$ cat config.mk
export PLATFORM = sky130hd
export DESIGN_NAME = output_interface
export DESIGN_NICKNAME = d
export VERILOG_FILES = /design/src/rtl/noc_pkg.sv /design/src/rtl/rr_arbiter.sv /design/src/rtl/output_interface.sv
export SDC_FILE = /design/constraint.sdc
export NUM_CORES = 1
export LEC_CHECK = 0
export ABC_AREA = 1
export BUFFER_PORTS_ARGS = -buffer_cell sky130_fd_sc_hd__buf_2
export CAP_MARGIN = 30
export CELL_PAD_IN_SITES_DETAIL_PLACEMENT = 1
export CELL_PAD_IN_SITES_GLOBAL_PLACEMENT = 2
export CORE_ASPECT_RATIO = 1.4
export CORE_MARGIN = 5
export CORE_UTILIZATION = 27
export CTS_BUF_LIST = sky130_fd_sc_hd__clkbuf_4 sky130_fd_sc_hd__clkbuf_8
export DETAILED_ROUTE_END_ITERATION = 10
export GPL_TIMING_DRIVEN = 0
export PLACE_DENSITY_LB_ADDON = 0.12
export SYNTH_ARGS = -nofsm -noshare
export SYNTH_HDL_FRONTEND = slang
export SYNTH_SLANG_ARGS = --single-unit
$ cat constraint.sdc
create_clock -name clk -period 11.8 [get_ports clk]
set_clock_uncertainty 0.2 [all_clocks]
set_input_delay 1.18 -clock clk [delete_from_list [all_inputs] [get_ports clk]]
set_output_delay 1.18 -clock clk [all_outputs]
set_load 0.05 [all_outputs]
$ cat src/rtl/noc_pkg.sv
// -----------------------------------------------------------------------------
// noc_pkg
//   Shared constants for the mesh-router port logic.
//   - Port index constants (bit positions in the 5-bit request/clear vectors).
//   - One-hot DIRECTION encodings, one per port.
//   - NUM_PORTS and a convenience vector type.
// -----------------------------------------------------------------------------
package noc_pkg;

    localparam int NUM_PORTS = 5;

    localparam int PORT_L  = 4;
    localparam int PORT_R  = 3;
    localparam int PORT_U  = 2;
    localparam int PORT_D  = 1;
    localparam int PORT_PE = 0;

    localparam logic [NUM_PORTS-1:0] DIR_L  = 5'b10000;
    localparam logic [NUM_PORTS-1:0] DIR_R  = 5'b01000;
    localparam logic [NUM_PORTS-1:0] DIR_U  = 5'b00100;
    localparam logic [NUM_PORTS-1:0] DIR_D  = 5'b00010;
    localparam logic [NUM_PORTS-1:0] DIR_PE = 5'b00001;

    typedef logic [NUM_PORTS-1:0] port_vec_t;

endpackage : noc_pkg

$ cat src/rtl/rr_arbiter.sv
// -----------------------------------------------------------------------------
// rr_arbiter
//   Round-robin arbiter with a registered priority pointer. The grant is
//   combinational: the search starts at the pointer and walks upward, wrapping
//   from N-1 to 0; the first set request wins. When en is high and something
//   was granted, the pointer moves to the position just after the winner.
// Ports
//   clk  in  1   clock
//   rst  in  1   synchronous active-high reset (pointer -> 0)
//   req  in  N   request vector
//   en   in  1   grant is being consumed this cycle
//   gnt  out N   one-hot grant (all zero when no request)
// -----------------------------------------------------------------------------
module rr_arbiter
    import noc_pkg::*;
#(
    parameter int N = NUM_PORTS
) (
    input  logic         clk,
    input  logic         rst,
    input  logic [N-1:0] req,
    input  logic         en,
    output logic [N-1:0] gnt
);

    localparam int IW = (N > 1) ? $clog2(N) : 1;

    logic [IW-1:0] ptr_q;
    logic [IW-1:0] ptr_d;
    logic [IW:0]   idx;
    logic [IW-1:0] win;
    logic          found;

    always_comb begin
        gnt   = '0;
        win   = '0;
        found = 1'b0;
        idx   = '0;
        for (int i = 0; i < N; i++) begin
            // Rotate the search origin to the pointer, wrapping past N-1.
            idx = {1'b0, ptr_q} + (IW+1)'(i);
            if (idx >= (IW+1)'(N)) begin
                idx = idx - (IW+1)'(N);
            end
            if (!found && req[idx[IW-1:0]]) begin
                found              = 1'b1;
                gnt[idx[IW-1:0]]   = 1'b1;
                win                = idx[IW-1:0];
            end
        end

        ptr_d = ptr_q;
        if (en && found) begin
            ptr_d = (win == IW'(N-1)) ? '0 : win + IW'(1);
        end
    end

    always_ff @(posedge clk) begin
        if (rst) begin
            ptr_q <= '0;
        end else begin
            ptr_q <= ptr_d;
        end
    end

endmodule : rr_arbiter

$ cat src/rtl/output_interface.sv
// -----------------------------------------------------------------------------
// output_interface
//   Transmit side of one mesh-router port. Requests from the five input ports
//   are masked (no U-turn back to our own direction), arbitrated round-robin,
//   and the winning flit is pushed into a small FIFO while the winner's input
//   buffer is cleared in the same cycle. The FIFO head is presented on
//   so/datao and is popped when the downstream side asserts ro.
// Ports
//   clk        in   1                clock
//   rst        in   1                synchronous active-high reset
//   req_in     in   5                requests, [4]=L [3]=R [2]=U [1]=D [0]=PE
//   data_in    in   5*DATA_WIDTH     flit k in data_in[k*DATA_WIDTH +: DATA_WIDTH]
//   buf_clear  out  5                one-hot clear to the granted input
//   so         out  1                datao valid
//   datao      out  DATA_WIDTH       FIFO head flit (0 when so=0)
//   ro         in   1                downstream ready
// -----------------------------------------------------------------------------
module output_interface
    import noc_pkg::*;
#(
    parameter int                    DATA_WIDTH   = 64,
    parameter logic [NUM_PORTS-1:0]  DIRECTION    = DIR_PE,
    parameter int                    BUFFER_DEPTH = 2
) (
    input  logic                            clk,
    input  logic                            rst,
    input  logic [NUM_PORTS-1:0]            req_in,
    input  logic [NUM_PORTS*DATA_WIDTH-1:0] data_in,
    output logic [NUM_PORTS-1:0]            buf_clear,
    output logic                            so,
    output logic [DATA_WIDTH-1:0]           datao,
    input  logic                            ro
);

    localparam int PTR_W = (BUFFER_DEPTH > 1) ? $clog2(BUFFER_DEPTH) : 1;
    localparam int CNT_W = $clog2(BUFFER_DEPTH + 1);

    function automatic logic [PTR_W-1:0] ptr_inc(input logic [PTR_W-1:0] p);
        return (p == PTR_W'(BUFFER_DEPTH - 1)) ? '0 : p + PTR_W'(1);
    endfunction

    port_vec_t             req_masked;
    port_vec_t             gnt;
    logic                  accept;
    logic                  pop;
    logic [DATA_WIDTH-1:0] wdata;

    logic [PTR_W-1:0]      wr_ptr_q, wr_ptr_d;
    logic [PTR_W-1:0]      rd_ptr_q, rd_ptr_d;
    logic [CNT_W-1:0]      count_q,  count_d;
    logic [DATA_WIDTH-1:0] mem_q [BUFFER_DEPTH];

    rr_arbiter #(
        .N (NUM_PORTS)
    ) u_arb (
        .clk (clk),
        .rst (rst),
        .req (req_masked),
        .en  (accept),
        .gnt (gnt)
    );

    always_comb begin
        req_masked = req_in & ~DIRECTION;

        // Accept only on free space as of this cycle; a same-cycle pop does
        // not open a slot, which keeps the full path off the ro input.
        accept    = (|req_masked) && (count_q < CNT_W'(BUFFER_DEPTH)) && !rst;
        buf_clear = accept ? gnt : '0;

        wdata = '0;
        for (int k = 0; k < NUM_PORTS; k++) begin
            if (gnt[k]) begin
                wdata = wdata | data_in[k*DATA_WIDTH +: DATA_WIDTH];
            end
        end

        // Outputs come from state only, never from req_in/data_in.
        so    = (count_q != '0);
        datao = so ? mem_q[rd_ptr_q] : '0;
        pop   = so && ro;

        wr_ptr_d = accept ? ptr_inc(wr_ptr_q) : wr_ptr_q;
        rd_ptr_d = pop    ? ptr_inc(rd_ptr_q) : rd_ptr_q;

        count_d = count_q;
        if (accept && !pop) begin
            count_d = count_q + CNT_W'(1);
        end else if (!accept && pop) begin
            count_d = count_q - CNT_W'(1);
        end
    end

    always_ff @(posedge clk) begin
        if (rst) begin
            wr_ptr_q <= '0;
            rd_ptr_q <= '0;
            count_q  <= '0;
        end else begin
            wr_ptr_q <= wr_ptr_d;
            rd_ptr_q <= rd_ptr_d;
            count_q  <= count_d;
        end
    end

    // Storage carries no reset; validity is tracked entirely by count_q.
    always_ff @(posedge clk) begin
        if (accept) begin
            mem_q[wr_ptr_q] <= wdata;
        end
    end

endmodule : output_interface

=== Yosys cells after proc, flatten, opt, wreduce, memory -nomap -nowiden ===
Memory sizes are Yosys's and may differ from the RTL's. A register that Yosys moved wholly into a read port is not among the register bits.
Cells that the tools add are included.

* Add/subtract/negate cells: 14
* Multipliers: 0
* Divide/modulo/power cells: 0
* Magnitude comparators: 16
* Equality and inequality tests: 1
* Shift-type cells: 0
* Multiplexer cells: 56
* Bitwise gates (word level): 8
* Reduce and logical (&&, ||, !) cells: 25

{| class="wikitable"
|+ Operators by type and width
! cell !! count
|-
| 64-bit 2-to-1 mux || 6
|-
| 64-bit bitwise OR || 4
|-
| 3-bit 2-to-1 mux || 11
|-
| 5-bit 2-to-1 mux || 6
|-
| 1-bit 2-to-1 mux || 21
|-
| 3-bit by 4-bit less-than comparator with 1-bit output, second input constant || 5
|-
| 5-bit bitwise OR || 4
|-
| 4-bit by 3-bit >= comparator with 1-bit output, second input constant || 4
|-
| 1-bit binary-select mux with 3-bit select || 5
|-
| 1-bit demux with 3-bit select || 5
|-
| 3-bit by 1-bit >= comparator with 1-bit output, second input constant || 5
|-
| 1-bit logical AND || 15
|-
| 3-bit subtractor, second input constant || 5
|-
| 3-bit by 2-bit adder with 4-bit output, second input constant || 2
|-
| 1-bit zero test || 7
|-
| 3-bit by 1-bit adder with 4-bit output, second input constant || 1
|-
| 3-bit by 3-bit adder with 4-bit output, second input constant || 1
|-
| 2-bit 2-to-1 mux || 2
|-
| 2-bit nonzero test || 2
|-
| 4-bit OR reduction || 1
|-
| 3-bit by 1-bit adder with 3-bit output, second input constant || 1
|-
| 3-bit equality test, second input constant || 1
|-
| 3-bit >= comparator, second input constant || 1
|-
| 1-bit adder, second input constant || 2
|-
| 3 further kinds || 3
|}

* Bits in registers: 7
* Latch bits: 0
* Bits in writable memories: 128
* ROM bits: 0
* Input port bits: 328
* Output and inout bits: 70
* Logic and storage cells: 125
* Memories kept: 1

{| class="wikitable"
|+ Memories
! name !! words !! bits a word !! rd ports !! clocked after Yosys merged registers in !! write ports !! line !! RTL
|-
| mem_q || 2 || 64 || 1 || 1 || 1 || output_interface.sv:51 || <nowiki>logic [DATA_WIDTH-1:0] mem_q [BUFFER_DEPTH];</nowiki>
|}

=== Logic depth before layout (Yosys ltp) ===
* Word-level depth: 26
* Mapped depth: 26
* Mapped depth without buffers: 25

=== Modules after synthesis ===
Synthesis repeated with hierarchy kept, for this count alone.

* Cell total of the unflattened synthesis: 1115
* Area, all modules: 8499.4 um^2

{| class="wikitable"
|+ Modules (own cells, without submodules)
! module !! instances !! cells an instance !! area each (um^2) !! seq. area each (um^2)
|-
| output_interface || 1 || 875 || 7184.4 || 3943.8
|-
| rr_arbiter || 1 || 240 || 1315.0 || 60.1
|}

=== Least setup slack after synthesis ===
Ideal clock, no wire load.

* Path kind: input to register
* Start: input rst
* End: memory mem_q[1][0] (enable)
* Arrival: 4.585 ns
* Data required time: 11.112 ns
* Setup slack: 6.527 ns
* Cell stages on the path: 4
* Cell sequence: clkbuf_1 nor3_1 inv_1 nor2_1

* Word-level cells in the longest chain between the ends: 4

{| class="wikitable"
|+ Ends and longest elaborated chain
! item !! line !! RTL
|-
| from (decl) || output_interface.sv:26 || <nowiki>input logic rst,</nowiki>
|-
| 1-bit zero test || output_interface.sv:68 || <nowiki>accept = (|req_masked) && (count_q < CNT_W'(BUFFER_DEPTH)) && !rst;</nowiki>
|-
| 1-bit logical AND || output_interface.sv:68 ||
|-
| via accept || output_interface.sv:44 || <nowiki>logic accept;</nowiki>
|-
| 1-bit 2-to-1 mux || output_interface.sv:108 || <nowiki>if (accept) begin</nowiki>
|-
| 1-bit 2-to-1 mux (not written as such) || output_interface.sv:109 || <nowiki>mem_q[wr_ptr_q] <= wdata;</nowiki>
|-
| to (decl) || output_interface.sv:51 ||
|}

The timed path passes the listed nets, and every way through them passes these cells.

=== Worst setup path in the final report ===
* Start: register u_arb.ptr_q[1]
* End: output buf_clear[4]

* Word-level cells in the longest chain between the ends: 18

{| class="wikitable"
|+ Ends and longest elaborated chain
! item !! line !! RTL
|-
| from (decl) || rr_arbiter.sv:28 || <nowiki>logic [IW-1:0] ptr_q;</nowiki>
|-
| from (signal assigned) || rr_arbiter.sv:62 || <nowiki>ptr_q <= ptr_d;</nowiki>
|-
| parallel branches: the longest is 16 deep, another holds 3-bit by 1-bit adder with 4-bit output || n/a ||
|-
| 5-bit 2-to-1 mux * || rr_arbiter.sv:45 || <nowiki>if (!found && req[idx[IW-1:0]]) begin</nowiki>
|-
| 5-bit 2-to-1 mux * || output_interface.sv:69 || <nowiki>buf_clear = accept ? gnt : '0;</nowiki>
|-
| to (decl) || output_interface.sv:29 || <nowiki>output logic [NUM_PORTS-1:0] buf_clear,</nowiki>
|}

Every way passes the cells marked *. The select of a mux whose other input is x is not followed.

==> results.md <==
* Worst setup path category: reg -> out
* Final WL at 37.91 mm
* Core area at 32500 sq um
* Final period util at 46.05%
* Syn nets at 1640
* Post-synthesis cell count at 1299
* Via/cell ratio at 4.412
* Share of cells above drive strength 1 at 27.82%
* First-pass detailed-route iteration total at 7
* Slew Viols, Final at 0
* Reg-to-reg setup timing slack at 7.30 ns
* CP max FO at 10
* I/O pin total at 398
* H-tree Lvls at 4
* Final Hold Vio Count at 0
* Number of buffers added on ports at 395
* Largest net degree at the start of global routing at 30
* Post-route ant nets at 0
* Maxcap violations at 0
* Number of synthesized flops with an enable pin at 128
* Global-route wire length before repair at 55.59 mm
* Fin nets at 2058
* Initial DRC Count at 365
* Max frequency at 184.0 MHz
* Post-route minimum period at 5.434 ns
* Number of synthesized register bits at 136
* Status: finished, final reports clean
* Critical path's slowest cell: dfxtp_1
* Cell taking the most area after synthesis: edfxtp_1
* Post-synthesis async set-or-reset flop share at 0%
* Via Count at 9574
* Largest cells by area after synthesis: edfxtp_1, nand2_1, inv_1
* Synth top area share at 43.29%
* R2R Path End: mem_q[0][41]$_DFFE_PP_
* Register area share after synthesis at 45.09%
* Crit path DAT at 4.05 ns
* Resized Gates After CTS at 0
* Post-DP HPWL at 30.63 mm
* Nature of the critical path endpoint: primary output
* CTS Hold Buffers Added at 0
* R2r startpoint: u_arb.ptr_q[1]$_SDFFE_PP0P_
* Avg Inst Size Synth at 6.836 sq um
* Worst hold stages at 2
* GP Congestion at 0.8055
* R2R cell count at 19
* Antenna violations before repair at 1
* Top FF cell, synth: edfxtp_1
* Initial Util at 27.32%
* Routed length per instance at 17.47 um
* Rows at 78
* Setup TNS at 0 ns
* Clock Tree Buf Depth at 2
* Hold_sp: rd_ptr_q$_SDFFE_PP0P_
* Post-Syn Area at 8880 sq um
* Worst Hold End: rd_ptr_q$_SDFFE_PP0P_
* Synth warn at 0
* Die width at 163.3 um
* Max_slew headroom at 52.98%
* Most common cell on crit path: nand2_1
* Least-Margin Pin Slew at 0.7052 ns
* Die ar. at 36670 sq um
* Root buf cell: clkbuf_8
* RSZ-0062 raised after global routing: false
* Vias in the first global route at 9843
* Total CTS buffers at 17
* CP required at 10.42 ns
* Total setup buffers inserted after CTS at 0
* Post-route DRC at 0
* Final-report setup violation count at 0
* Max stage delay on crit path at 0.53 ns
* Critical Path Start Type: flip-flop
* Die extent in y at 224.6 um
* Gr usage total at 19.97%
* Clk slew on worst S/H paths at 0.07 ns
* Cell variety after synth at 33
* Tightest Hold Check Type: reg -> reg
* Cell chain of the critical path: inv_1 > ha_1 > ha_1 > nand2_1 > nand2_1 > inv_1 > nand3_1 > nand3_2 > nand3_1 > o21ai_0 > inv_1 > nand2_1 > nor2_1 > nand2_1 > inv_2 > buf_4 > buf_4 > nor2_1 > buf_2
* Clock Sinks at 136
* GR Overflow Total at 0
* Layout area overhead at 33.80%
* Worst skew pair latency at 0.45 ns
* CTS tree: done
[kinds of logic (layout without fill, tap and decap cells)]
kind of cell	Yosys count	after routing	share of synthesized area (%)
xor+xnor	5	5	0.5778
compound gates	104	104	6.270
buf+inv	209	639	9.356
other cells	0	1	0
fa+ha+maj	13	13	1.916
flops	136	136	45.09
simple gates	832	832	36.79
[per-stage QoR]
stage          cells  util (%)  hold slack (ns)  setup slack (ns)  instance area (sq um)
2_1_floorplan   1299         -           0.2607             6.527                   8880
3_3_place_gp    2134     35.10           0.2698             4.309                  11410
3_5_place_dp    2138     35.39           0.2835             6.794                  11500
4_1_cts         2169     36.55           0.2938             6.284                  11880
5_1_grt         2169     36.55           0.3286             6.068                  11880
6_report        2170     36.56           0.2902             6.367                  11880
[worst max-delay path by stage]
stage / end / cells after the start / startpoint
CTS: buf_clear[4] / 19 / u_arb.ptr_q[1]$_SDFFE_PP0P_
global placement: mem_q[1][34]$_DFFE_PP_ / 5 / req_in[4]
detailed placement: buf_clear[4] / 19 / u_arb.ptr_q[1]$_SDFFE_PP0P_
floorplan: mem_q[1][0]$_DFFE_PP_ / 4 / rst
finish: buf_clear[4] / 19 / u_arb.ptr_q[1]$_SDFFE_PP0P_
global route: buf_clear[4] / 21 / u_arb.ptr_q[0]$_SDFFE_PP0P_
[critical path: cells and delay by family, from the launching register on]
family	cells	cell delay, ns
and+or+nand+nor	9	1.18
AOI/OAI and AO/OA	1	0.11
adders and majority gates	2	0.65
buffers and inverters	7	1.12
DFF	1	0.53
[cell usage in the layout (no fill, tap or decap), types with 10 or more instances in the layout]
cell        n
a21oi_1    77
buf_1      10
buf_2     417
clkbuf_1   17
clkbuf_8   17
edfxtp_1  128
ha_1       12
inv_1     149
nand2_1   623
nand3_1    34
nand4_1    13
nor2_1    140
[per-layer routing]
layer	global-route usage, %	part of all wire [%]	up-vias
li1	-	-	4869
met1	21.73	38	4413
met2	38.77	54	273
met3	5.353	6.5	19
met4	3.519	0.95	0
met5	0	0	-
[flip-flops by register name (all words and copies together) (netlist names), named ones only]
register and flops:
count_q 2, mem_q 128, rd_ptr_q 1, u_arb.ptr_q 3, wr_ptr_q 1
[synth_stat cells (all sizes together) (2+ instances only)]
master,count
xor2,3
clkbuf,17
a21oi,78
nor2,145
edfxtp,128
o21a,2
o21ai,12
nor4,2
xnor2,2
nand4,15
nand2,628
inv,155
a21boi,9
nor3,4
nand3,37
ha,12
buf,37
dfxtp,8
[area by class of cell]
type                            instances  area, sq um
Antenna cell                            1        2.502
Buffer                                 54        249.0
Clock buffer                           19        249.0
Clock inverter                         12        127.6
Fill cell                            4313        20620
Inverter                              155        581.8
Multi-Input combinational cell        954         4060
Sequential cell                       136         4004
Tap cell                              440        550.5
Timing Repair Buffer                  399         2057
Power is left out: the tool's default activity adds up to more than one toggle a clock period on the data nets, which glitch-free logic cannot reach.
